## config.mk

```make
export PLATFORM = sky130hd
export DESIGN_NAME = gt_pll_reset_ctrl
export DESIGN_NICKNAME = d
export VERILOG_FILES = /design/src/rtl/gt_pll_ctrl_pkg.sv /design/src/rtl/gt_pll_rst_fsm.sv /design/src/rtl/gt_pll_reset_ctrl.sv
export SDC_FILE = /design/constraint.sdc
export NUM_CORES = 1
export LEC_CHECK = 0
export ABC_AREA = 0
export CAP_MARGIN = 40
export CORE_ASPECT_RATIO = 0.8
export CORE_MARGIN = 4
export CORE_UTILIZATION = 62
export CTS_BUF_LIST = sky130_fd_sc_hd__clkbuf_8
export DETAILED_ROUTE_END_ITERATION = 10
export MAX_ROUTING_LAYER = met4
export PLACE_DENSITY = 0.85
export SLEW_MARGIN = 40
export SYNTH_ARGS = -nofsm -noshare
export SYNTH_HDL_FRONTEND = slang
export SYNTH_SLANG_ARGS = --single-unit
export TNS_END_PERCENT = 30
```

## constraint.sdc

```tcl
create_clock -name CLK -period 4.1 [get_ports CLK]
set_input_delay 0.615 -clock CLK [delete_from_list [all_inputs] [get_ports CLK]]
set_output_delay 0.615 -clock CLK [all_outputs]
set_load 0.01 [all_outputs]
```

## src/rtl/gt_pll_ctrl_pkg.sv

```systemverilog
// Shared types and constants for the GT common PLL reset controller.
package gt_pll_ctrl_pkg;

  localparam int unsigned CNT_W = 16;

  typedef enum logic [2:0] {
    ST_IDLE      = 3'd0,
    ST_PWRUP     = 3'd1,
    ST_WAIT_LOCK = 3'd2,
    ST_SETTLE    = 3'd3,
    ST_READY     = 3'd4,
    ST_REFWAIT   = 3'd5,
    ST_FAULT     = 3'd6
  } pll_state_e;

  typedef struct packed {
    logic pd;
    logic rst;
    logic rdy;
    logic flt;
  } pll_drv_t;

  // Output drive pattern associated with each state.
  function automatic pll_drv_t state_drive(input pll_state_e s);
    pll_drv_t d;
    d = '{pd: 1'b1, rst: 1'b1, rdy: 1'b0, flt: 1'b0};
    case (s)
      ST_IDLE:                  d = '{pd: 1'b1, rst: 1'b1, rdy: 1'b0, flt: 1'b0};
      ST_PWRUP, ST_REFWAIT:     d = '{pd: 1'b0, rst: 1'b1, rdy: 1'b0, flt: 1'b0};
      ST_WAIT_LOCK, ST_SETTLE:  d = '{pd: 1'b0, rst: 1'b0, rdy: 1'b0, flt: 1'b0};
      ST_READY:                 d = '{pd: 1'b0, rst: 1'b0, rdy: 1'b1, flt: 1'b0};
      ST_FAULT:                 d = '{pd: 1'b1, rst: 1'b1, rdy: 1'b0, flt: 1'b1};
      default:                  d = '{pd: 1'b1, rst: 1'b1, rdy: 1'b0, flt: 1'b0};
    endcase
    return d;
  endfunction

endpackage

```

## src/rtl/gt_pll_rst_fsm.sv

```systemverilog
// One PLL channel: reset synchroniser, lock/refclk synchronisers,
// power-up / lock / settle sequencing FSM and registered drives.
module gt_pll_rst_fsm
  import gt_pll_ctrl_pkg::*;
#(
  parameter logic [CNT_W-1:0] T_PWRUP   = 16'd400,
  parameter logic [CNT_W-1:0] T_LOCK    = 16'd50000,
  parameter logic [CNT_W-1:0] T_SETTLE  = 16'd256,
  parameter logic [3:0]       MAX_RETRY = 4'd3
) (
  input  logic       clk,
  input  logic       rst_n,
  input  logic       en,
  input  logic       retry,
  input  logic       lock_async,
  input  logic       refclk_lost_async,
  output logic       pll_pd,
  output logic       pll_reset,
  output logic       pll_ready,
  output logic       pll_fault,
  output logic [2:0] state,
  output logic [7:0] relock_cnt
);

  logic [1:0]       rst_sync_q, rst_sync_d;
  logic             rst_int_n;
  logic [1:0]       lock_sync_q, lock_sync_d;
  logic [1:0]       ref_sync_q, ref_sync_d;
  logic             lock_s, ref_s;
  pll_state_e       state_q, state_d;
  logic [CNT_W-1:0] cnt_q, cnt_d;
  logic [3:0]       retry_q, retry_d, retry_inc;
  logic [7:0]       relock_q, relock_d;
  pll_drv_t         drv_q, drv_d;

  assign rst_int_n = rst_sync_q[1];
  assign lock_s    = lock_sync_q[1];
  assign ref_s     = ref_sync_q[1];

  // Shift values for the reset and input synchroniser chains
  always_comb begin
    rst_sync_d  = {rst_sync_q[0], 1'b1};
    lock_sync_d = {lock_sync_q[0], lock_async};
    ref_sync_d  = {ref_sync_q[0], refclk_lost_async};
  end

  // Reset synchroniser: asserts immediately, releases two clocks later
  always_ff @(posedge clk or negedge rst_n) begin
    if (!rst_n) rst_sync_q <= '0;
    else        rst_sync_q <= rst_sync_d;
  end

  // Next state, counters and registered drives; EN=0 outranks refclk loss,
  // which outranks lock/timeout events
  always_comb begin
    state_d   = state_q;
    retry_d   = retry_q;
    relock_d  = relock_q;
    retry_inc = retry_q + 4'd1;
    if (!en) begin
      state_d = ST_IDLE;
    end else begin
      case (state_q)
        ST_IDLE: state_d = ST_PWRUP;
        ST_PWRUP: begin
          if (ref_s)                               state_d = ST_REFWAIT;
          else if (cnt_q == T_PWRUP - 16'd1)       state_d = ST_WAIT_LOCK;
        end
        ST_WAIT_LOCK: begin
          if (ref_s)       state_d = ST_REFWAIT;
          else if (lock_s) state_d = ST_SETTLE;
          else if (cnt_q == T_LOCK - 16'd1) begin
            retry_d = retry_inc;
            state_d = (retry_inc < MAX_RETRY) ? ST_PWRUP : ST_FAULT;
          end
        end
        ST_SETTLE: begin
          if (ref_s)                               state_d = ST_REFWAIT;
          else if (!lock_s)                        state_d = ST_WAIT_LOCK;
          else if (cnt_q == T_SETTLE - 16'd1)      state_d = ST_READY;
        end
        ST_READY: begin
          if (ref_s) begin
            state_d = ST_REFWAIT;
          end else if (!lock_s) begin
            relock_d = (relock_q == 8'hFF) ? relock_q : relock_q + 8'd1;
            state_d  = ST_PWRUP;
          end
        end
        ST_REFWAIT: begin
          if (!ref_s) state_d = ST_PWRUP;
        end
        ST_FAULT: begin
          if (retry) begin
            state_d = ST_PWRUP;
            retry_d = '0;
          end
        end
        default: state_d = ST_IDLE;
      endcase
    end
    if (state_d == ST_IDLE || state_d == ST_READY) retry_d = '0;
    if (state_d != state_q) cnt_d = '0;
    else if (cnt_q == '1)   cnt_d = cnt_q;
    else                    cnt_d = cnt_q + 1'b1;
    // Drives are registered from the next state so they align with state_q
    drv_d = state_drive(state_d);
  end

  // Channel state registers
  always_ff @(posedge clk or negedge rst_int_n) begin
    if (!rst_int_n) begin
      lock_sync_q <= '0;
      ref_sync_q  <= '0;
      state_q     <= ST_IDLE;
      cnt_q       <= '0;
      retry_q     <= '0;
      relock_q    <= '0;
      drv_q       <= state_drive(ST_IDLE);
    end else begin
      lock_sync_q <= lock_sync_d;
      ref_sync_q  <= ref_sync_d;
      state_q     <= state_d;
      cnt_q       <= cnt_d;
      retry_q     <= retry_d;
      relock_q    <= relock_d;
      drv_q       <= drv_d;
    end
  end

  assign pll_pd     = drv_q.pd;
  assign pll_reset  = drv_q.rst;
  assign pll_ready  = drv_q.rdy;
  assign pll_fault  = drv_q.flt;
  assign state      = state_q;
  assign relock_cnt = relock_q;

endmodule

```

## src/rtl/gt_pll_reset_ctrl.sv

```systemverilog
// Reset/power-down sequencer for the two PLLs of a GT common block.
// Both channels are fully independent instances.
module gt_pll_reset_ctrl
  import gt_pll_ctrl_pkg::*;
#(
  parameter logic [CNT_W-1:0] T_PWRUP   = 16'd400,
  parameter logic [CNT_W-1:0] T_LOCK    = 16'd50000,
  parameter logic [CNT_W-1:0] T_SETTLE  = 16'd256,
  parameter logic [3:0]       MAX_RETRY = 4'd3
) (
  input  logic       CLK,
  input  logic       RST_N,
  input  logic       EN0,
  input  logic       EN1,
  input  logic       RETRY0,
  input  logic       RETRY1,
  input  logic       PLL0LOCK,
  input  logic       PLL1LOCK,
  input  logic       PLL0REFCLKLOST,
  input  logic       PLL1REFCLKLOST,
  output logic       PLL0PD,
  output logic       PLL1PD,
  output logic       PLL0RESET,
  output logic       PLL1RESET,
  output logic       PLL0READY,
  output logic       PLL1READY,
  output logic       PLL0FAULT,
  output logic       PLL1FAULT,
  output logic [2:0] STATE0,
  output logic [2:0] STATE1,
  output logic [7:0] RELOCK_CNT0,
  output logic [7:0] RELOCK_CNT1
);

  gt_pll_rst_fsm #(
    .T_PWRUP  (T_PWRUP),
    .T_LOCK   (T_LOCK),
    .T_SETTLE (T_SETTLE),
    .MAX_RETRY(MAX_RETRY)
  ) u_pll0 (
    .clk              (CLK),
    .rst_n            (RST_N),
    .en               (EN0),
    .retry            (RETRY0),
    .lock_async       (PLL0LOCK),
    .refclk_lost_async(PLL0REFCLKLOST),
    .pll_pd           (PLL0PD),
    .pll_reset        (PLL0RESET),
    .pll_ready        (PLL0READY),
    .pll_fault        (PLL0FAULT),
    .state            (STATE0),
    .relock_cnt       (RELOCK_CNT0)
  );

  gt_pll_rst_fsm #(
    .T_PWRUP  (T_PWRUP),
    .T_LOCK   (T_LOCK),
    .T_SETTLE (T_SETTLE),
    .MAX_RETRY(MAX_RETRY)
  ) u_pll1 (
    .clk              (CLK),
    .rst_n            (RST_N),
    .en               (EN1),
    .retry            (RETRY1),
    .lock_async       (PLL1LOCK),
    .refclk_lost_async(PLL1REFCLKLOST),
    .pll_pd           (PLL1PD),
    .pll_reset        (PLL1RESET),
    .pll_ready        (PLL1READY),
    .pll_fault        (PLL1FAULT),
    .state            (STATE1),
    .relock_cnt       (RELOCK_CNT1)
  );

endmodule
```

; ---- Word-level counts from Yosys, hierarchy flattened
; Cells that the tools add are included.
; Widths: inputs -> output; s select.
[classes]
n_reduce_logical = 18
bitwise_logic = 6
n_addsub = 6
n_eq_ne = 46
muxes = 50
order_cmp = 2
[ops]
columns = cell, n
row1 = $mux 3, 28
row2 = $eq 16x16->1 const B, 4
row3 = $mux 16, 4
row4 = $mux 4, 12
row5 = $pmux 3 s7, 2
row6 = $eq 3x3->1 const B, 12
row7 = $add 16x1->16 const B, 2
row8 = $eq 16x8->1 const B, 2
row9 = $eq 16x9->1 const B, 2
row10 = $pmux 4 s4, 2
row11 = $eq 3x2->1 const B, 8
row12 = $add 8x1->8 const B, 2
row13 = $eq 8x8->1 const B, 2
row14 = $pmux 4 s2, 2
row15 = $eq 3x1->1 const B, 4
row16 = $logic_not 3->1, 4
row17 = $ne 3x3->1 const B, 4
row18 = $reduce_and 6->1, 2
row19 = $reduce_and 5->1, 2
row20 = $add 4x1->4 const B, 2
row21 = $lt 4x2->1 const B, 2
row22 = $reduce_or 2->1, 4
row23 = $ne 3x1->1 const B, 2
row24 = $ne 3x2->1 const B, 2
row25 = other kinds (6), 16
[totals]
reg_bits = 82
word_cells = 150
output_inout_bits = 30
in_bits = 10

; ---- Longest topological paths before layout
[depth]
ltp_word = 12
ltp_mapped = 10

; ---- Cells and area by module
; Synthesis repeated with hierarchy kept, for this count alone.
[hier_totals]
hier_cells = 523
area_unflattened_um2 = 4879.7
[modules_own_cells]
columns = mod, area_each_um2, n_inst, cells_each, seq_area_each_um2
row1 = gt_pll_rst_fsm at u_pll0, 2482.4, 1, 264, 1028.5
row2 = gt_pll_rst_fsm at u_pll1, 2397.3, 1, 259, 1028.5

; ---- Least setup slack after synthesis
; Ideal clock, no wire load.
[synth_path]
path_kind = reg2reg
from = register u_pll0.cnt_q[0]
to = register u_pll0.retry_q[3]
period_less_slack_ns = 2.550
setup_slack_ns = 1.550
setup_time_ns = 0.077
path_stages_with_launch = 8
required_ns = 4.023
path_buffers = 0
arrival_ns = 2.473
path_cell_list = dfrtp_1 -> ha_1 -> or3b_1 -> or4_4 -> nor3_2 -> o21ai_2 -> or4_1 -> a21oi_1
[synth_via]
elab_chain_cells = 10
elab_cells_between_ends = 24
cone_classes = eq/ne: 8 / mux: 11 / reduce/logical: 5
[synth_lines]
columns = item, line
row1 = "start, declared", gt_pll_rst_fsm.sv:31  ; logic [CNT_W-1:0] cnt_q, cnt_d;
row2 = "start signal, assigned", gt_pll_rst_fsm.sv:124  ; cnt_q <= cnt_d;
row3 = $eq 16x8->1 / $eq 16x16->1 (equally long branches), "gt_pll_rst_fsm.sv:80, gt_pll_rst_fsm.sv:72"
row4 = "$mux 3, on equally long branches", "gt_pll_rst_fsm.sv:80, gt_pll_rst_fsm.sv:72"
row5 = "$mux 3, on equally long branches", "gt_pll_rst_fsm.sv:79, gt_pll_rst_fsm.sv:71"
row6 = "$mux 3, on equally long branches", "gt_pll_rst_fsm.sv:78, gt_pll_rst_fsm.sv:70"
row7 = $pmux 3 s7, gt_pll_rst_fsm.sv:63  ; case (state_q)
row8 = $mux 3, gt_pll_rst_fsm.sv:60  ; if (!en) begin
row9 = $eq 3x3->1 / $logic_not 3->1 (equally long branches), gt_pll_rst_fsm.sv:102  ; if (state_d == ST_IDLE || state_d == ST_READY) retry_d = '0;
row10 = $logic_or 1x1->1, gt_pll_rst_fsm.sv:102
row11 = $ne 3x3->1 (no source line) (tied with other cells), --
row12 = $reduce_and 6->1 (no source line), --
row13 = "end signal, assigned", gt_pll_rst_fsm.sv:125  ; retry_q <= retry_d;
row14 = "end, declared", gt_pll_rst_fsm.sv:32  ; logic [3:0] retry_q, retry_d, retry_inc;
; Several ways; a longest one is shown, not always the timed one.
; A chain may end at the register's enable or synchronous reset.

; ---- Worst setup path in the final report
[layout_path]
from = register u_pll0.cnt_q[0]
to = register u_pll0.cnt_q[12]
[layout_via]
elab_chain_cells = 8
elab_cells_between_ends = 19
cone_classes = add/sub: 1 / eq/ne: 6 / mux: 12
[layout_lines]
columns = item, line
row1 = $eq 16x8->1 / $eq 16x16->1 (equally long branches), "gt_pll_rst_fsm.sv:80, gt_pll_rst_fsm.sv:72"
row2 = "$mux 3, on equally long branches", "gt_pll_rst_fsm.sv:80, gt_pll_rst_fsm.sv:72"
row3 = "$mux 3, on equally long branches", "gt_pll_rst_fsm.sv:79, gt_pll_rst_fsm.sv:71"
row4 = "$mux 3, on equally long branches", "gt_pll_rst_fsm.sv:78, gt_pll_rst_fsm.sv:70"
row5 = $pmux 3 s7, gt_pll_rst_fsm.sv:63
row6 = $mux 3, gt_pll_rst_fsm.sv:60
row7 = $ne 3x3->1, gt_pll_rst_fsm.sv:103  ; if (state_d != state_q) cnt_d = '0;
row8 = $ne 2x1->1 (no source line) / $mux 16 (equally long branches), --
; Several ways; a longest one is shown, not always the timed one. The select of a mux whose other input is x is not followed.

==> results.md <==
- First-iteration detailed-routing DRC count: 251
- Cells resized by post-CTS repair: 0
- Status: completed
- Worst endpoint data arrival time: 3.23 ns
- Critical path launch point type: register
- Unrepaired setup endpoints after global routing: false
- Number of standard cells after synthesis: 465
- Maxcap violations: 0
- Number of antenna violations at the first check in global routing: 0
- Layout Cells excl Fill: 598
- Fillers: between 500 and 600
- Relative max-transition margin: 0.487
- Source-to-sink clock delay at the later pin of the worst-skew pair: 0.34 ns
- Number of buffers between clock root and the deepest sink: 2
- Detailed Route WL: 9.68 mm
- Fraction of final layout cells with drive strength greater than 1: 0.0900
- Via count of the first global-routing pass: 3456
- WS Path Type: reg2reg
- Top cells by area, synth: sky130_fd_sc_hd__dfrtp_1 43%, sky130_fd_sc_hd__nor2_1 4.5%, sky130_fd_sc_hd__xor2_1 4.4%
- Count of input and output buffers: 39
- Worst-path maximum fanout: 16
- Share of the synthesized area in the top cell type: 0.430
- Startpoint of the most critical setup path: u_pll0.cnt_q[0]$_DFFE_PN0P_
- Final Critical Period: roughly 3.0 ns
- Core area: 0.00693 mm²
- Fraction of synthesis flops using an asynchronous set or reset pin: 1.00
- Routability congestion estimate from global placement: 0.934
- Hold-fix buffers, CTS: 0
- DPL Wire Length: just under 7 mm
- Die Area: 0.00856 mm²
- TritonCTS clock tree: built
- Area growth syn-to-layout: 15.8%
- Capture instance of the worst register-to-register path: u_pll0.cnt_q[12]$_DFFE_PN0P_
- Routed length per placed instance: around 16 µm
- Sequential cell area: 0.00201 mm²
- Number of nets in the finished design: 524
- Nets in the synthesized netlist: 483
- Post-CTS clock slew at the launch and capture registers of the worst setup and hold paths: 0.08 ns
- Kind of capture point of the worst setup path: register
- Total number of yosys warnings: 0
- Hold Violations, Final: 0
- DRC violations left: 0
- Max Clock Skew: 0.0106 ns
- Largest area contributor in the netlist: sky130_fd_sc_hd__dfrtp_1
- Cell Pwr Density: 328 mW/mm²
- Fin crit share: 0.727
- Delay of the slowest cell on the worst path: 0.46 ns
- Cell with the biggest individual delay on the critical path: sky130_fd_sc_hd__nor4_1
- Multi-input gate area: around 0.0023 mm²
- Inserted Clock Buffers: 9
- Width of the die: a little over 100 µm
- Pins Over Slew Limit: 0
- Avg Inst Size Synth: 9.51 µm²
- LEAKAGE: 2.13 nW
- Number of setup violations in the final report: 0
- All-layer global routing usage: 0.239
- Required @ worst endpoint: 4.35 ns
- Post-route ant nets: 0
- Post-synthesis instance area: 0.00442 mm²
- Die H: ~84 µm
- Depth of the worst register-to-register path: 8
- Slew of the pin with the lowest slew margin: between 0.7 and 0.8 ns
- Row cnt: 27
- Pre-Repair DR Iteration Count: 5
- Post-CTS repair timing setup buffer count: 0
- Type of the worst min-delay path: reg2async
- Reg2reg setup slack: 1.12 ns
- Number of placed instances with taps included: approximately 580
- Remaining Overflow, GRT: 0
- Largest voltage drop on the vdd net: approximately 0.22 mV
- Dominant cell by count in the synthesized netlist: sky130_fd_sc_hd__dfrtp_1
- Synth Flop Type: sky130_fd_sc_hd__dfrtp_1
- IO Count: 40
- Root Buffer: sky130_fd_sc_hd__clkbuf_8
- Clock Sinks: 80
- Number of distinct library cells after synthesis: 74
- Count of flip-flops with a built-in enable after synthesis: 0
- Initial Util: 0.639
- Total via count in the routed design: around 3700
- #FFs+latches synth: 80
- Deepest level of the CTS H-tree: 3
- Reg-to-reg critical path startpoint: u_pll0.cnt_q[0]$_DFFE_PN0P_
- Pin count of the biggest net entering global routing: 46
- Sequential area share after synthesis: 0.454
- Number of inserted diodes: 0
- Post-DR vias/cell: about 6.3
- Fmax achieved: ~340 MHz
- Critical path destination: u_pll0.cnt_q[12]$_DFFE_PN0P_
- Setup tns final: 0 ns
- Cell chain of the critical path: ha_1 -> or3b_1 -> nor4_1 -> and3_1 -> o211a_1 -> o32a_1 -> nand3_1 -> nor3_1
- Global-route wire length before repair: 16.2 mm
- Most used standard cells in the synthesized netlist: 76 x sky130_fd_sc_hd__dfrtp_1, 53 x sky130_fd_sc_hd__nor2_1, 32 x sky130_fd_sc_hd__nand2_1
-- cells by family (layout without fill, tap and decap cells) --
group | after synthesis | count (layout) | synth area share
adders and majority gates | 8 | 8 | 0.0226
and+or+nand+nor | 236 | 236 | 0.297
xor gates and xnor gates | 40 | 40 | 0.0792
buffers and inverters | 26 | 72 | 0.0243
other | 1 | 1 | 0.000848
muxes | 3 | 3 | 0.00735
AOI/OAI and AO/OA | 71 | 71 | 0.115
DFF | 80 | 80 | 0.454
-- worst min path at each step --
stage | from | end | slack [ns] | cells after the start
after detailed placement | u_pll0.rst_sync_q[1]$_DFF_PN0_ | u_pll0.cnt_q[15]$_DFFE_PN0P_ | 0.29 | 0
after global placement | u_pll0.ref_sync_q[0]$_DFF_PN0_ | u_pll0.ref_sync_q[1]$_DFF_PN0_ | 0.34 | 0
after floorplan | RST_N | u_pll0.rst_sync_q[1]$_DFF_PN0_ | 0.32 | 0
final | u_pll0.rst_sync_q[1]$_DFF_PN0_ | u_pll1.lock_sync_q[0]$_DFF_PN0_ | 0.28 | 0
after global routing | u_pll0.rst_sync_q[1]$_DFF_PN0_ | u_pll0.cnt_q[14]$_DFFE_PN0P_ | 0.32 | 0
after CTS | u_pll0.rst_sync_q[1]$_DFF_PN0_ | u_pll1.ref_sync_q[0]$_DFF_PN0_ | 0.30 | 0
-- sequential cells by signal (all words and copies together) (netlist names), 3 cells and up --
signal / cells
u_pll1.state: 3
u_pll1.relock_cnt: 8
u_pll0.relock_cnt: 8
u_pll1.retry_q: 4
u_pll1.cnt_q: 16
u_pll0.state: 3
u_pll0.cnt_q: 16
u_pll0.retry_q: 4
-- cell type report --
class	instances	share of cell area
clock buffers	10	0.0269
clock inverters	6	0.0154
inverters	14	0.0103
multi-input cells	359	0.451
flip-flops and latches	80	0.392
well taps	87	0.0212
repair buffers	42	0.0830
-- through the flow --
step | power (mW) | cell area (µm²) | hold slack, ns | setup WS (ns) | util
CTS | 1.69 | 5120 | 0.298 | 1.14 | 0.740
global placement | 1.06 | 4890 | 0.336 | 1.12 | 0.706
finish | 1.68 | 5120 | 0.281 | 1.12 | 0.740
floorplan | 0.995 | 4420 | 0.319 | 1.55 | -
detailed placement | 1.08 | 4910 | 0.293 | 0.999 | 0.709
global route | 1.75 | 5120 | 0.319 | 0.831 | 0.740
-- report_power, final --
part           internal, mW  total, mW  switching [mW]
logic                0.0866      0.182          0.0951
clock network         0.353      0.619           0.266
registers             0.823      0.879          0.0563
-- cells in the final DEF, fill, tap and decap left out, types with 6 or more instances in the layout --
cell type	count
sky130_fd_sc_hd__dfrtp_1	75
sky130_fd_sc_hd__nor2_1	53
sky130_fd_sc_hd__clkdlybuf4s50_1	39
sky130_fd_sc_hd__nand2_1	32
sky130_fd_sc_hd__nand3_1	25
sky130_fd_sc_hd__nor3_1	23
sky130_fd_sc_hd__xor2_1	22
sky130_fd_sc_hd__nand4_1	20
sky130_fd_sc_hd__xnor2_1	18
sky130_fd_sc_hd__inv_1	17
sky130_fd_sc_hd__o21ai_0	15
sky130_fd_sc_hd__a21oi_1	15
sky130_fd_sc_hd__nor2b_1	10
sky130_fd_sc_hd__clkbuf_8	10
sky130_fd_sc_hd__and3_1	8
sky130_fd_sc_hd__ha_1	8
sky130_fd_sc_hd__nor4_1	7
sky130_fd_sc_hd__and2_1	7
sky130_fd_sc_hd__or4_1	6
sky130_fd_sc_hd__o211ai_1	6
sky130_fd_sc_hd__or2_2	6
-- critical path: cells and delay by family, from the launching register on --
| kind | cells | cell delay [ns] |
|---|---|---|
| AO/OA/AOI/OAI | 2 | 0.32 |
| adder cells (fa/ha/maj) | 1 | 0.25 |
| flip-flops | 1 | 0.43 |
| AND/OR/NAND/NOR | 5 | 1.89 |
-- routing by layer --
| metal | up-vias | global-route usage | wire length [µm] |
|---|---|---|---|
| li1 | 1778 | - | - |
| met1 | 1809 | 0.334 | 4470 |
| met2 | 140 | 0.359 | 4430 |
| met3 | 22 | 0.0434 | 617 |
| met4 | 0 | 0.0679 | 158 |
| met5 | - | - | 0 |
Note: power is estimated with default switching activity, not from simulation.
